--- src/rtl/dcache_ctrl.sv ---
// dcache_ctrl: direct-mapped, write-through, no-write-allocate data cache
// controller placed behind the ALU. Loads hit in zero cycles from the local
// line store. Misses refill a whole line from main memory one word per
// mem_ack. Stores are always written through to memory.
//
// Optional feature: define DCACHE_STATS_EN to add the hit_count/miss_count
// output ports and their saturating counters.
//
// Memory handshake: mem_rd / mem_wr is a request that stays high, with
// mem_addr and mem_wdata stable, until the single-cycle mem_ack. The
// request is taken in the cycle where both the request and mem_ack are
// high. mem_rdata is only meaningful on an ack of a read. Core side: the
// core holds Addr, WData, MemRead and MemWrite stable while Stall is high.
// An access retires on a rising edge where Stall is low.
module dcache_ctrl #(
  parameter int INDEX_BITS  = 5,
  parameter int OFFSET_BITS = 2
) (
  input  logic        clk,
  input  logic        rst,
  input  logic [31:0] Addr,
  input  logic [31:0] WData,
  input  logic        MemRead,
  input  logic        MemWrite,
  output logic [31:0] RData,
  output logic        Stall,
  output logic [31:0] mem_addr,
  output logic [31:0] mem_wdata,
  output logic        mem_rd,
  output logic        mem_wr,
  input  logic        mem_ack,
  input  logic [31:0] mem_rdata
`ifdef DCACHE_STATS_EN
  ,
  output logic [31:0] hit_count,
  output logic [31:0] miss_count
`endif
);

  localparam int NUM_LINES      = 1 << INDEX_BITS;
  localparam int WORDS_PER_LINE = 1 << OFFSET_BITS;
  localparam int TAG_BITS       = 32 - 2 - OFFSET_BITS - INDEX_BITS;
  localparam int WORD_IDX_BITS  = INDEX_BITS + OFFSET_BITS;

  typedef enum logic [1:0] {
    S_IDLE   = 2'd0,
    S_REFILL = 2'd1,
    S_WRITE  = 2'd2,
    S_WDONE  = 2'd3
  } state_t;

  // FSM state register. Name it state_q when binding checkers.
  state_t                  state_q, state_d;
  logic [OFFSET_BITS-1:0]  beat_q, beat_d;
  logic [NUM_LINES-1:0]    valid_q;

  // Tag and data stores carry no reset. The valid bits alone decide
  // whether their contents mean anything.
  logic [TAG_BITS-1:0]     tag_array  [NUM_LINES];
  logic [31:0]             data_array [NUM_LINES*WORDS_PER_LINE];

  // Address decode. Byte-lane bits are masked off here, so every later use
  // sees a word-aligned address.
  logic [31:0]             word_addr;
  logic [TAG_BITS-1:0]     addr_tag;
  logic [INDEX_BITS-1:0]   addr_index;
  logic [OFFSET_BITS-1:0]  addr_offset;
  logic [WORD_IDX_BITS-1:0] access_idx;
  logic [WORD_IDX_BITS-1:0] fill_idx;
  logic [31:0]             refill_addr;
  logic                    hit;

  // Write enables produced by the FSM for the array and valid updates.
  logic                    refill_we;
  logic                    fill_done;
  logic                    store_we;

  assign word_addr   = Addr & 32'hFFFF_FFFC;
  assign addr_tag    = word_addr[31 -: TAG_BITS];
  assign addr_index  = word_addr[2+OFFSET_BITS +: INDEX_BITS];
  assign addr_offset = word_addr[2 +: OFFSET_BITS];
  assign access_idx  = {addr_index, addr_offset};
  assign fill_idx    = {addr_index, beat_q};
  assign refill_addr = {addr_tag, addr_index, beat_q, 2'b00};
  assign hit         = valid_q[addr_index] && (tag_array[addr_index] == addr_tag);

  // Next-state, handshake outputs and array write enables.
  always_comb begin
    state_d   = state_q;
    beat_d    = beat_q;
    Stall     = 1'b0;
    RData     = 32'd0;
    mem_rd    = 1'b0;
    mem_wr    = 1'b0;
    mem_addr  = 32'd0;
    mem_wdata = 32'd0;
    refill_we = 1'b0;
    fill_done = 1'b0;
    store_we  = 1'b0;
    case (state_q)
      S_IDLE: begin
        // Stores win over loads. mem_ack is ignored here.
        if (MemWrite) begin
          Stall   = 1'b1;
          state_d = S_WRITE;
        end else if (MemRead) begin
          if (hit) begin
            RData = data_array[access_idx];
          end else begin
            Stall   = 1'b1;
            beat_d  = '0;
            state_d = S_REFILL;
          end
        end
      end
      S_REFILL: begin
        Stall    = 1'b1;
        mem_rd   = 1'b1;
        mem_addr = refill_addr;
        if (mem_ack) begin
          refill_we = 1'b1;
          beat_d    = beat_q + 1'b1;
          // The last beat installs the tag and valid bit. The load then hits
          // in the next IDLE cycle.
          if (&beat_q) begin
            fill_done = 1'b1;
            state_d   = S_IDLE;
          end
        end
      end
      S_WRITE: begin
        Stall     = 1'b1;
        mem_wr    = 1'b1;
        mem_addr  = word_addr;
        mem_wdata = WData;
        if (mem_ack) begin
          // A store hit updates the cached word. A store miss does not
          // allocate a line.
          store_we = hit;
          state_d  = S_WDONE;
        end
      end
      S_WDONE: begin
        // One unstalled cycle lets the core retire the store before IDLE
        // looks at the request lines again.
        state_d = S_IDLE;
      end
      default: begin
        state_d = S_IDLE;
      end
    endcase
  end

  // State, beat counter and valid bits. A reset part-way through a refill
  // leaves the line invalid.
  always_ff @(posedge clk) begin
    if (rst) begin
      state_q <= S_IDLE;
      beat_q  <= '0;
      valid_q <= '0;
    end else begin
      state_q <= state_d;
      beat_q  <= beat_d;
      if (fill_done) begin
        valid_q[addr_index] <= 1'b1;
      end
    end
  end

  // Tag/data array writes. These are blocked while reset is high so that an
  // abandoned transfer cannot change the store.
  always_ff @(posedge clk) begin
    if (!rst) begin
      if (refill_we) begin
        data_array[fill_idx] <= mem_rdata;
      end
      if (fill_done) begin
        tag_array[addr_index] <= addr_tag;
      end
      if (store_we) begin
        data_array[access_idx] <= WData;
      end
    end
  end

`ifdef DCACHE_STATS_EN
  logic [31:0] hit_cnt_q;
  logic [31:0] miss_cnt_q;
  logic        fill_prev_q;

  // Saturating access counters. The IDLE cycle right after a refill is the
  // same load completing, so that cycle is not counted as a hit.
  always_ff @(posedge clk) begin
    if (rst) begin
      hit_cnt_q   <= 32'd0;
      miss_cnt_q  <= 32'd0;
      fill_prev_q <= 1'b0;
    end else begin
      fill_prev_q <= fill_done;
      if (state_q == S_IDLE && MemRead && !MemWrite) begin
        if (!hit) begin
          if (miss_cnt_q != 32'hFFFF_FFFF) begin
            miss_cnt_q <= miss_cnt_q + 32'd1;
          end
        end else if (!fill_prev_q) begin
          if (hit_cnt_q != 32'hFFFF_FFFF) begin
            hit_cnt_q <= hit_cnt_q + 32'd1;
          end
        end
      end
    end
  end

  assign hit_count  = hit_cnt_q;
  assign miss_count = miss_cnt_q;
`endif

endmodule

--- config.mk ---
export PLATFORM = sky130hd
export DESIGN_NAME = dcache_ctrl
export DESIGN_NICKNAME = d
export VERILOG_FILES = /design/src/rtl/dcache_ctrl.sv
export SDC_FILE = /design/constraint.sdc
export NUM_CORES = 2
export LEC_CHECK = 0
export BUFFER_PORTS_ARGS = -buffer_cell sky130_fd_sc_hd__buf_2
export CORE_MARGIN = 5
export CORE_UTILIZATION = 50
export DETAILED_ROUTE_END_ITERATION = 8
export PLACE_DENSITY_LB_ADDON = 0.2
export SKIP_LAST_GASP = 1
export SYNTH_ARGS = -nofsm -noshare
export SYNTH_HDL_FRONTEND = slang
export SYNTH_MEMORY_MAX_BITS = 65536
export SYNTH_SLANG_ARGS = --single-unit
export TNS_END_PERCENT = 5
--- constraint.sdc ---
create_clock -name clk -period 5.6 [get_ports clk]
set_clock_uncertainty 0.15 [all_clocks]
set_input_delay 0.28 -clock clk [delete_from_list [all_inputs] [get_ports clk]]
set_output_delay 0.28 -clock clk [all_outputs]
set_load 0.02 [all_outputs]
==> summary.md <==
| Metric | Value |
|---|---|
| Status | completed |
| Max_cap viols | 0 |
| Critical Path Sink Type | register |
| Routed vias | 92,272 |
| DRC Markers | 0 |
| Final ANT Viol Nets | 0 |
| Mapped Area | 187,000 um2 |
| Ports | 200 |
| GPL Wtd Cong | 0.836 |
| Post-synthesis cell type count | 57 |
| R2R depth | 13 |
| Leakage | 70.8 nW |
| FP Rows | 224 |
| P per Cell Area | 347 nW/um2 |
| Min cycle time layout | 5590 ps |
| Final instance area | 221,000 um2 |
| Overall routing resource usage | 26.7% |
| FMAX | 179 MHz |
| Total power | 76.7 mW |
| Final period utilization | 99.8% |
| Global-route wire length before repair | 729,000 um |
| Final Hold Vio Count | 0 |
| Post-CTS setup repair buffer count | 0 |
| Clock Latency Late Sink | 1030 ps |
| # port buffers | 195 |
| Hold WC Path Type | in2reg |
| Total gr overflow | 0 |
| Register clock-pin slew on the reported worst setup and hold paths | 60 ps |
| Dpl cell area | 204,000 um2 |
| Syn avg cell area | 23.3 um2 |
| Via/cell ratio | 6.37 |
| CTS max path bufs | 4 |
| RSZ-0062 raised after global routing | yes |
| Area delta synth->final | 18.3% |
| CP Data Required Time | 6210 ps |
| Dpl hpwl | 315,000 um |
| Initial Util | 50.2% |
| Drt pass-1 iters | 6 |
| Largest net degree at the start of global routing | 81 |
| Setup violations, final | 0 |
| Slew Limit Headroom | 18.2% |
| Slew Limit Fails | 0 |
| DR iter-0 viols | 12,562 |
| Die W | 621 um |
| Asr flop ratio synth | 0% |
| CTS tree | yes |
| Ys Warns | 0 |
| Routed WL | 520,000 um |
| Clk sinks | 4,868 |
| Number of flops mapped to enable cells by yosys | 4,832 |
| VDD IR max | 0.000276 V |
| Post-Synthesis Cells | 8,006 |
| Worst Path Class, Setup | in2reg |
| H-tree lvl count | 5 |
| Startpoint types | input port |
| Core area | 372,000 um2 |
| Main flop type after synthesis | edfxtp_1 |
| Initial antenna violation count | 42 |
| CP Max Fanout | 54 |
| DR WL/cell | 35.9 um |
| TritonCTS Buffers | 475 |
| Sequential share of the synthesized area | 78.1% |
| Die area | 386,000 um2 |
| Root buffer cell | clkbuf_16 |
| Least-Margin Pin Slew | 1220 ps |
| Layout cells sized above 1 | 33.7% |
| Yosys reg bits | 4,868 |
| Nets | 9,208 |
| Hold path depth | 3 |
| Die extent in y | 621 um |
| Worst Path Arrival | 6200 ps |
| Vias in the first global route | 92,866 |
-- state kept, by name, summed over array words and instances (netlist names) --
| signal | flops |
|---|---|
| tag_array | 736 |
| data_array | 4096 |
| beat_q | 2 |
| valid_q | 32 |
| state_q | 2 |
-- critical path, cell delays in order --
cell	delay [ps]
buf_8	460
buf_12	300
buf_4	300
mux2i_1	230
o22ai_1	120
nor4_1	620
a21oi_1	170
nor4_1	430
nand4_1	340
nor4_4	550
buf_12	220
buf_12	180
mux2_4	210
dlygate4sd3_1	1320
buf_12	270
-- where the power goes --
part / leakage (nW) / internal, mW / switching, mW / total [mW]
logic: 19.5 / 1.68 / 2.83 / 4.50
clock network: 7.66 / 18.4 / 13.7 / 32.1
registers: 43.7 / 40.0 / 0.0107 / 40.0
-- final timing paths --
kind	from	to	slack (ps)
max reg2reg	tag_array[30][12]	data_array[67][8]	40
min	WData[22]	data_array[107][22]	50
min reg2reg	valid_q[25]	valid_q[25]	320
max	Addr[4]	data_array[67][8]	10
-- cell usage in the layout (no fill, tap or decap), types with 7 or more instances in the layout --
| master | netlist | layout |
|---|---|---|
| clkinv_4 | 0 | 7 |
| dlygate4sd3_1 | 0 | 99 |
| nor2_1 | 141 | 43 |
| buf_12 | 0 | 383 |
| diode_2 | 0 | 16 |
| edfxtp_1 | 4832 | 4832 |
| clkinv_1 | 0 | 108 |
| clkbuf_16 | 0 | 479 |
| clkbuf_1 | 247 | 88 |
| nor2_4 | 0 | 98 |
| and3_1 | 21 | 21 |
| mux4_2 | 1292 | 1292 |
| bufinv_16 | 0 | 57 |
| buf_2 | 89 | 188 |
| mux2_4 | 0 | 32 |
| inv_1 | 40 | 39 |
| clkinvlp_4 | 0 | 14 |
| clkinv_2 | 0 | 95 |
| nor2b_1 | 9 | 8 |
| a32o_1 | 7 | 7 |
| or4_1 | 14 | 13 |
| nor3_2 | 55 | 8 |
| nand3_1 | 10 | 9 |
| o22ai_1 | 268 | 268 |
| a21oi_1 | 20 | 20 |
| inv_16 | 0 | 7 |
| o21ai_0 | 15 | 15 |
| nand2_1 | 101 | 99 |
| nor4_1 | 49 | 43 |
| clkinv_16 | 0 | 10 |
| nor3_1 | 19 | 10 |
| nand4_1 | 12 | 12 |
| and2_1 | 62 | 62 |
| dfxtp_1 | 36 | 36 |
| mux2i_1 | 393 | 389 |
| nor3_4 | 0 | 56 |
| a211oi_1 | 12 | 11 |
| a311o_1 | 7 | 7 |
| buf_4 | 6 | 412 |
-- metrics by stage --
| stage | setup TNS [ps] | cells | hold slack [ps] | setup slack, ps | util [%] |
|---|---|---|---|---|---|
| finish | 0 | 14494 | 52.2 | 13.4 | 59.4 |
| global placement | -316570 | 13497 | 310 | -315 | 54.9 |
| floorplan | -87220 | 8007 | 229 | -344 | - |
| detailed placement | -164770 | 13497 | 314 | -307 | 54.9 |
| global route | -43.6 | 14481 | 0.789 | -4.92 | 59.4 |
| CTS | -3600 | 14478 | 11.4 | -66.3 | 59.4 |
-- cell usage after synthesis (7+ instances only) --
master	number	share of area, %
a211oi_1	12	0.048
a21oi_1	20	0.054
a311o_1	7	0.038
a311oi_1	8	0.038
a32o_1	7	0.038
and2_1	62	0.21
and3_1	21	0.070
buf_1	125	0.25
buf_2	89	0.24
clkbuf_1	247	0.50
dfxtp_1	36	0.39
edfxtp_1	4832	78
inv_1	40	0.080
mux2_2	37	0.22
mux2i_1	393	2.1
mux4_2	1292	16
nand2_1	101	0.20
nand3_1	10	0.027
nand4_1	12	0.040
nor2_1	141	0.28
nor2b_1	9	0.030
nor3_1	19	0.051
nor3_2	55	0.29
nor4_1	49	0.16
o21ai_0	15	0.040
o22ai_1	268	0.90
or4_1	14	0.056
-- repair_timing --
action | CTS | global route
hold endpoints to repair | 3632 | 186
hold buffers | 100 | 4
pin swaps | 0 | 0
endpoints found under the setup margin | 6 | 933
resized for setup | 4 | 9
-- layer usage --
metal  track usage (%)  vias to the layer above  part of all wire [%]
li1                  -                    36684                     -
met1              37.5                    49827                    38
met2              43.3                     4957                    49
met3              4.96                      792                   9.5
met4              8.22                       12                   3.5
met5                 0                        -                 0.016
-- layout make-up --
cell class / instances / area, um2
tap: 4972 / 6220
fill: 26017 / 151000
sequential: 4868 / 146000
antenna: 16 / 40.0
clock inverter: 308 / 3300
timing repair buffer: 1085 / 12700
multi-input combinational: 2632 / 40400
inverter: 40 / 153
clock buffer: 573 / 12400
-- cell families (layout without fill, tap and decap cells) --
logic type      count (synthesis)  in the layout  synth area share [%]
fa+ha+maj                       5              5                0.0335
buf+inv                       507           2006                  1.09
mux                          1722           1722                  17.9
simple gates                  528            528                  1.59
other cells                     1             18               0.00201
compound gates                375            375                  1.32
flops                        4868           4868                  78.1
Power figures use the tool's default switching activity.
